===== src/rtl/rv_mem_pkg.sv =====
// Shared memory-op definitions: load/store func3 codes, store-FSM states and
// the size-to-byte-mask helper.
package rv_mem_pkg;

  localparam logic [2:0] F3_LB  = 3'b000;
  localparam logic [2:0] F3_LH  = 3'b001;
  localparam logic [2:0] F3_LW  = 3'b010;
  localparam logic [2:0] F3_LBU = 3'b100;
  localparam logic [2:0] F3_LHU = 3'b101;

  localparam logic [2:0] F3_SB = 3'b000;
  localparam logic [2:0] F3_SH = 3'b001;
  localparam logic [2:0] F3_SW = 3'b010;

  typedef enum logic [1:0] {
    ST_IDLE  = 2'd0,
    ST_BEAT0 = 2'd1,
    ST_BEAT1 = 2'd2
  } st_state_e;

  // All-zero mask marks a func3 that is not a store size.
  function automatic logic [3:0] size_mask(input logic [2:0] f3);
    case (f3)
      F3_SB:   size_mask = 4'b0001;
      F3_SH:   size_mask = 4'b0011;
      F3_SW:   size_mask = 4'b1111;
      default: size_mask = 4'b0000;
    endcase
  endfunction

endpackage


===== src/rtl/st_lane_gen.sv =====
// Combinational lane placement: shifts right-aligned store data and its byte
// strobe into a two-word (64-bit) window starting at byte offset off.
module st_lane_gen
  import rv_mem_pkg::*;
(
  input  logic [2:0]  func3,
  input  logic [1:0]  off,
  input  logic [31:0] data,
  output logic [63:0] shifted,
  output logic [7:0]  strobe,
  output logic        illegal
);

  logic [3:0]  mask;
  logic [31:0] data_m;

  assign mask    = size_mask(func3);
  assign illegal = (mask == 4'b0000);
  // Bytes beyond the store size are zeroed before shifting so unused lanes stay 0.
  assign data_m  = data & {{8{mask[3]}}, {8{mask[2]}}, {8{mask[1]}}, {8{mask[0]}}};
  assign shifted = {32'b0, data_m} << {off, 3'b000};
  assign strobe  = {4'b0000, mask} << off;

endmodule


===== src/rtl/st_align_unit.sv =====
// Store alignment unit: turns a sized byte-address store into one or two
// word-aligned write beats with byte strobes, or rejects it.
module st_align_unit
  import rv_mem_pkg::*;
#(
  parameter int SPLIT_EN = 1
) (
  input  logic        clk,
  input  logic        rst_n,
  input  logic        req_valid,
  output logic        req_ready,
  input  logic [2:0]  func3,
  input  logic [31:0] addr,
  input  logic [31:0] st_data,
  output logic        mem_valid,
  input  logic        mem_ready,
  output logic [31:0] mem_addr,
  output logic [31:0] mem_wdata,
  output logic [3:0]  mem_wstrb,
  output logic        done,
  output logic        misalign_err,
  output logic        func_err
);

  st_state_e   state_q;
  logic [31:0] mem_addr_q, mem_wdata_q, hi_wdata_q;
  logic [3:0]  mem_wstrb_q, hi_wstrb_q;
  logic        done_q, misalign_q, func_err_q;

  logic [63:0] lg_shifted;
  logic [7:0]  lg_strobe;
  logic        lg_illegal;
  logic        needs_b1;

  st_lane_gen u_lane (
    .func3   (func3),
    .off     (addr[1:0]),
    .data    (st_data),
    .shifted (lg_shifted),
    .strobe  (lg_strobe),
    .illegal (lg_illegal)
  );

  assign needs_b1 = (lg_strobe[7:4] != 4'b0000);

  always_ff @(posedge clk) begin
    if (!rst_n) begin
      state_q     <= ST_IDLE;
      mem_addr_q  <= '0;
      mem_wdata_q <= '0;
      mem_wstrb_q <= '0;
      hi_wdata_q  <= '0;
      hi_wstrb_q  <= '0;
      done_q      <= 1'b0;
      misalign_q  <= 1'b0;
      func_err_q  <= 1'b0;
    end else begin
      done_q     <= 1'b0;
      misalign_q <= 1'b0;
      func_err_q <= 1'b0;
      case (state_q)
        ST_IDLE: begin
          if (req_valid) begin
            if (lg_illegal) begin
              done_q     <= 1'b1;
              func_err_q <= 1'b1;
            end else if (needs_b1 && (SPLIT_EN == 0)) begin
              done_q     <= 1'b1;
              misalign_q <= 1'b1;
            end else begin
              // Both beats are captured now; the upper word waits in hi_* until beat 0 retires.
              state_q     <= ST_BEAT0;
              mem_addr_q  <= {addr[31:2], 2'b00};
              mem_wdata_q <= lg_shifted[31:0];
              mem_wstrb_q <= lg_strobe[3:0];
              hi_wdata_q  <= lg_shifted[63:32];
              hi_wstrb_q  <= lg_strobe[7:4];
            end
          end
        end
        ST_BEAT0: begin
          if (mem_ready) begin
            if (hi_wstrb_q != 4'b0000) begin
              state_q     <= ST_BEAT1;
              mem_addr_q  <= mem_addr_q + 32'd4;
              mem_wdata_q <= hi_wdata_q;
              mem_wstrb_q <= hi_wstrb_q;
            end else begin
              state_q     <= ST_IDLE;
              mem_wstrb_q <= 4'b0000;
              done_q      <= 1'b1;
            end
          end
        end
        ST_BEAT1: begin
          if (mem_ready) begin
            state_q     <= ST_IDLE;
            mem_wstrb_q <= 4'b0000;
            done_q      <= 1'b1;
          end
        end
        default: begin
          state_q     <= ST_IDLE;
          mem_wstrb_q <= 4'b0000;
        end
      endcase
    end
  end

  assign req_ready    = (state_q == ST_IDLE);
  assign mem_valid    = (state_q == ST_BEAT0) || (state_q == ST_BEAT1);
  assign mem_addr     = mem_addr_q;
  assign mem_wdata    = mem_wdata_q;
  assign mem_wstrb    = mem_wstrb_q;
  assign done         = done_q;
  assign misalign_err = misalign_q;
  assign func_err     = func_err_q;

endmodule


===== config.mk =====
export PLATFORM = sky130hd
export DESIGN_NAME = st_align_unit
export DESIGN_NICKNAME = d
export VERILOG_FILES = /design/src/rtl/rv_mem_pkg.sv /design/src/rtl/st_lane_gen.sv /design/src/rtl/st_align_unit.sv
export SDC_FILE = /design/constraint.sdc
export NUM_CORES = 1
export LEC_CHECK = 0
export BUFFER_PORTS_ARGS = -buffer_cell sky130_fd_sc_hd__buf_2
export CAP_MARGIN = 30
export CORE_MARGIN = 8
export CORE_UTILIZATION = 53
export CTS_CLUSTER_SIZE = 24
export DETAILED_ROUTE_END_ITERATION = 10
export PLACE_DENSITY_LB_ADDON = 0.12
export SLEW_MARGIN = 30
export SYNTH_ARGS = -nofsm -noshare
export SYNTH_HDL_FRONTEND = slang
export SYNTH_SLANG_ARGS = --single-unit

===== constraint.sdc =====
create_clock -name clk -period 2.75 [get_ports clk]
set_input_delay 0.4125 -clock clk [delete_from_list [all_inputs] [get_ports clk]]
set_output_delay 0.4125 -clock clk [all_outputs]
set_load 0.02 [all_outputs]

==> Yosys cells after proc, flatten, opt, wreduce, memory -nomap -nowiden <==
Index checks and enable logic that the tools add are counted.
{ "op_classes": {"addsub": 1, "n_mul": 0, "div_mod_pow": 0, "magnitude_cmp": 0, "eq_ne": 9, "n_shift": 2, "muxes": 29, "bitwise": 2, "n_reduce_logical": 10} }
{ "ops": {"columns": ["operator", "count"], "rows": [
  ["32-bit two-way mux", 8],
  ["32-bit case mux with 2 select lines", 2],
  ["32-bit by 5-bit left shift with 64-bit output", 1],
  ["32-bit by 3-bit adder with 32-bit output, second input constant", 1],
  ["32-bit AND", 1],
  ["4-bit case mux with 3 select lines", 2],
  ["4-bit two-way mux", 5],
  ["2-bit two-way mux", 5],
  ["2-bit != test, second input constant", 5],
  ["4-bit by 2-bit left shift with 8-bit output", 1],
  ["2-bit case mux with 3 select lines", 1],
  ["1-bit two-way mux", 5],
  ["5-bit AND reduction", 1],
  ["4-bit zero test", 1],
  ["4-bit AND reduction", 1],
  ["4-bit nonzero test", 1],
  ["3-bit by 1-bit == test with 1-bit output, second input constant", 1],
  ["3-bit by 2-bit == test with 1-bit output, second input constant", 1],
  ["3-bit zero test", 1],
  ["1-bit case mux with 3 select lines", 1],
  ["3-bit AND reduction", 1],
  ["2-bit by 1-bit == test with 1-bit output, second input constant", 1],
  ["2-bit == test, second input constant", 1],
  ["2-bit zero test", 1],
  ["4 further kinds", 4]
]} }
{ "totals": {"register_bits": 108, "latchBits": 0, "ramBits": 0, "romBits": 0, "in_bits": 71, "out_inout_bits": 73, "memories": 0} }

==> Longest topological paths before layout <==
{ "depth": {"ltp_word": 7, "ltp_mapped": 9} }

==> Modules after synthesis <==
A second synthesis with hierarchy kept.
{ "hier_totals": {"hier_cells": 764, "hier_area_um2": 6029.5} }
{ "by_module_without_submodules": {"columns": ["module", "instances", "cells_each", "area_each_um2", "seq_area_each_um2"], "rows": [
  ["st_align_unit", 1, 606, 4976.0, 2122.0],
  ["st_lane_gen", 1, 158, 1053.5, 0.0]
]} }

==> Worst setup path before layout <==
No wires, ideal clock.
{ "synth_timing": {"path_kind": "register to register", "startpoint": "register state_q[0]", "endpoint": "register mem_addr_q[16] (netlist: mem_addr[16])", "setup_time_ns": 0.060, "t_arrival_ns": 2.089, "t_required_ns": 2.690, "path_slack_ns": 0.601, "stages_incl_launch_ff": 9, "n_path_buf": 1, "cell_sequence": "dfxtp_1 > inv_1 > ha_1 > buf_2 > inv_1 > nor4_1 > a21oi_1 > o21ai_0 > and3_1"} }
{ "synth_between": {"elab_chain_len": 3, "word_cells_on_any_way": 9} }
{ "synth_lines": {"columns": ["item", "line", "text"], "rows": [
  ["start: declaration", "st_align_unit.sv:25", "st_state_e state_q;"],
  ["start signal: assignment", "st_align_unit.sv:48", "state_q <= ST_IDLE;"],
  ["start signal: assignment", "st_align_unit.sv:72", "state_q <= ST_BEAT0;"],
  ["start signal: assignment", "st_align_unit.sv:84", "state_q <= ST_BEAT1;"],
  ["2-bit zero test (*)", null, null],
  ["via req_ready", "st_align_unit.sv:11", "output logic req_ready,"],
  ["2-bit != test (no line) or 2-bit nonzero test (tied branches)", null, null],
  ["5-bit AND reduction (no line)", null, null],
  ["end signal: assignment", "st_align_unit.sv:73", "mem_addr_q <= {addr[31:2], 2'b00};"],
  ["end signal: assignment", "st_align_unit.sv:85", "mem_addr_q <= mem_addr_q + 32'd4;"],
  ["end: declaration", "st_align_unit.sv:26", "logic [31:0] mem_addr_q, mem_wdata_q, hi_wdata_q;"]
]} }
The timed path passes the listed nets; every way through them passes the cells marked *.
A chain may end at the register's enable or synchronous reset.

==> Worst setup path in the final report <==
{ "layout_timing": {"startpoint": "register state_q[1]", "endpoint": "register mem_wdata_q[24] (netlist: mem_wdata[24])"} }
{ "layout_between": {"elab_chain_len": 3, "word_cells_on_any_way": 9} }
{ "layout_lines": {"columns": ["item", "line", "text"], "rows": [
  ["2-bit by 1-bit == test with 1-bit output or 2-bit zero test (tied branches)", "st_align_unit.sv:61", "case (state_q)"],
  ["2-bit != test (no line) or 2-bit nonzero test (tied branches)", null, null],
  ["5-bit AND reduction (no line)", null, null],
  ["end signal: assignment", "st_align_unit.sv:74", "mem_wdata_q <= lg_shifted[31:0];"],
  ["end signal: assignment", "st_align_unit.sv:86", "mem_wdata_q <= hi_wdata_q;"],
  ["end: declaration", "st_align_unit.sv:26", null]
]} }
Parallel ways exist; a longest one is shown, timed or not.

==> results.txt <==
NetSw: 1400 µW
Internal: 2290 µW
Non-Filler Instances: 903
Final Hold Vio Count: 0
Initial DRC Count: 683
vias after detailed routing: 5,632
post-route cell area: 6330 µm²
largest cells by area after synthesis: dfxtp_1, nor2_1, o21ai_0
critical path type: flip-flop to flip-flop
core box area: 9770 µm²
Clock Skew: 0.0151 ns
CTS tree: done
n_diodes: 0
CP endpoint kind: flip-flop
Port Buf Inserts: 140
endpoints failing setup: 0
PwrDens: 583 nW/µm²
Post-synth EDFFs: 0
H-tree depth: 3
min cycle time layout: 2.35 ns
Tcrit/Tclk final: 85.6%
Final Max Tran Viols: 0
critical path launch point type: flip-flop
CTS max path bufs: 2
Area Growth Syn to Fin: 19.0%
YS warnings: 0
clk slew on worst S/H paths: 0.10 ns
DP Area: 6140 µm²
Slowest-stage cell, CP: nor2_1
Max-Cap Viols: 0
Bufs and invs on worst path: 1
global-route wire length before repair: 27,300 µm
Starting Density: 54.4%
data required time of the worst path: 3.07 ns
Seq pwr share: 44.8%
WHS: 0.321 ns
Via density: 6.24
number of CTS-inserted buffers: 9
row count: 36
WL/cell: 19.7 µm
worst-margin pin slew: 0.725 ns
f_max: 425 MHz
Arrival @ worst endpoint: 2.67 ns
postcts setup bufs: 0
detailed placer's ending HPWL: 12,900 µm
Synth Register Bits: 97
die width: 116 µm
Post-Place Cells: 887
Clk pwr share: 24.7%
P_leak: 0.00264 µW
Synth async-reset ratio: 0%
DRT Wirelength: 17,800 µm
die footprint: 13,500 µm²
Main synth FF type: dfxtp_1
fin util: 64.8%
Syn Area/Cell: 8.21 µm²
Total GRT Usage: 25.7%
CTS sink count: 97
initial antenna violation count: 0
vias in the first global route: 5,372
Crit Path Max Fanout: 12
largest net degree at the start of global routing: 59
Clk Latency, worst-skew pair: 0.39 ns
CP top delay family: simple AND/OR/NAND/NOR gates
# nets final: 841
switch share: 38.0%
Synth cell types: 62
Post-CTS Hold Buffers: 0
Detailed Routing Iterations Pass 1: 5
Top Ports: 144
post-synthesis sequential area ratio: 36.5%
RSZ-0062 raised after global routing: false
CTS-repair resized insts: 0
post-synth top area cell: dfxtp_1
Mapped Area: 5320 µm²
commonest non-fill, non-tap cell in the layout: buf_2
Final ANT Viol Nets: 0
CP Cell Sequence: inv_1, ha_1, nand4_1, nor2_1, a222oi_1, nor2b_1
combinational fraction of design power: 30.5%
synthesized instance count: 648
Max stage delay on crit path: 0.66 ns
die height: 116 µm
CTS Root Buffer Type: clkbuf_8
worst IR drop on VDD: 0.350 mV
Slew HR: 51.5%
final setup TNS: 0 ns
Placer Congestion: 0.975
DRC viols: 0
commonest non-fill, non-tap cells in the layout: buf_2, dfxtp_1, nor2_1
HP Class: primary input to flip-flop
Overflow after GRT: 0
share of cells above drive strength 1: 25.2%
outcome: completed
post-synth top area share: 36.5%
## tightest hold or removal path: cells and delay by family
| family | cells | cell delay [ns] |
|---|---|---|
| compound gates | 2 | 0.16 |
| buf+inv | 1 | 0.09 |
## stage by stage
stage	total power, µW	setup WS (ns)
finish	3690	0.396
global route	3870	0.234
CTS	3700	0.450
detailed placement	2800	0.479
global placement	2790	0.557
floorplan	2390	0.601
## flip-flops by register name (all words and copies together) (netlist names)
register    count
hi_wstrb_q      3
mem_wdata      32
mem_addr       30
state_q         2
mem_wstrb       4
hi_wdata_q     24
func_err        1
done            1
## area by class of cell
cell class / instances / area [µm²]
fillers: 882 / 3440
multi-input cells: 481 / 3090
flip-flops and latches: 97 / 1940
repair buffers: 161 / 883
well taps: 133 / 166
clock buffers: 9 / 124
clock inverters: 7 / 65.1
inverters: 15 / 56.3
## final timing paths
path                               from                          to  slack [ns]  cells after the start
max             state_q[1]$_SDFFE_PN0P_  mem_wdata[24]$_SDFFE_PN0P_        0.40                      6
min                            addr[26]   mem_addr[26]$_SDFFE_PN0P_        0.32                      3
max reg2reg     state_q[1]$_SDFFE_PN0P_  mem_wdata[24]$_SDFFE_PN0P_        0.40                      6
min reg2reg  hi_wdata_q[8]$_SDFFE_PN0P_  hi_wdata_q[8]$_SDFFE_PN0P_        0.47                      2
## synth_stat cells, types with 3 or more instances
cell       number
a21boi_0       13
mux2_2         11
and3_1         25
nand2_1        45
nor3b_1        11
buf_1           6
a211oi_1        3
dfxtp_1        97
inv_1          14
mux2i_1        13
a31oi_1         5
nor4_1          8
o31a_1         15
a21oi_1        35
o21ai_0        36
o211ai_1        3
a222oi_1        8
nand4_1         8
a21o_1          3
a22o_1          3
nor3_1         18
a32oi_1        18
clkbuf_1       40
nand3_1        25
a22oi_1         8
buf_4           4
a311oi_1        4
o2bb2ai_1       9
or3_1           3
nor2b_1        23
a221oi_1       16
nor2_1         50
and2_0          5
and2_1          9
ha_1            5
buf_2           7
o21a_1          7
and4_1          6
## cells by family after synthesis
logic type	count (synthesis)	synth area share [%]
simple gates	247	24.5
compound gates	202	27.4
flops	97	36.5
buf+inv	72	5.53
mux	24	4.77
fa+ha+maj	5	1.18
other cells	1	0.0705
## routing by layer
layer	GRT usage [%]	wire length (µm)
met1	31.4	7410
met2	42.4	8320
met5	0	0
met4	9.77	417
met3	6.77	1640
## power groups by stage
stage	clock, µW	combinational [µW]	sequential, µW
floorplan	0	588	1800
detailed placement	0	1120	1680
global placement	0	1110	1670
global route	983	1220	1670
CTS	921	1130	1650
finish	910	1130	1650
(Power assumes the default switching activity.)
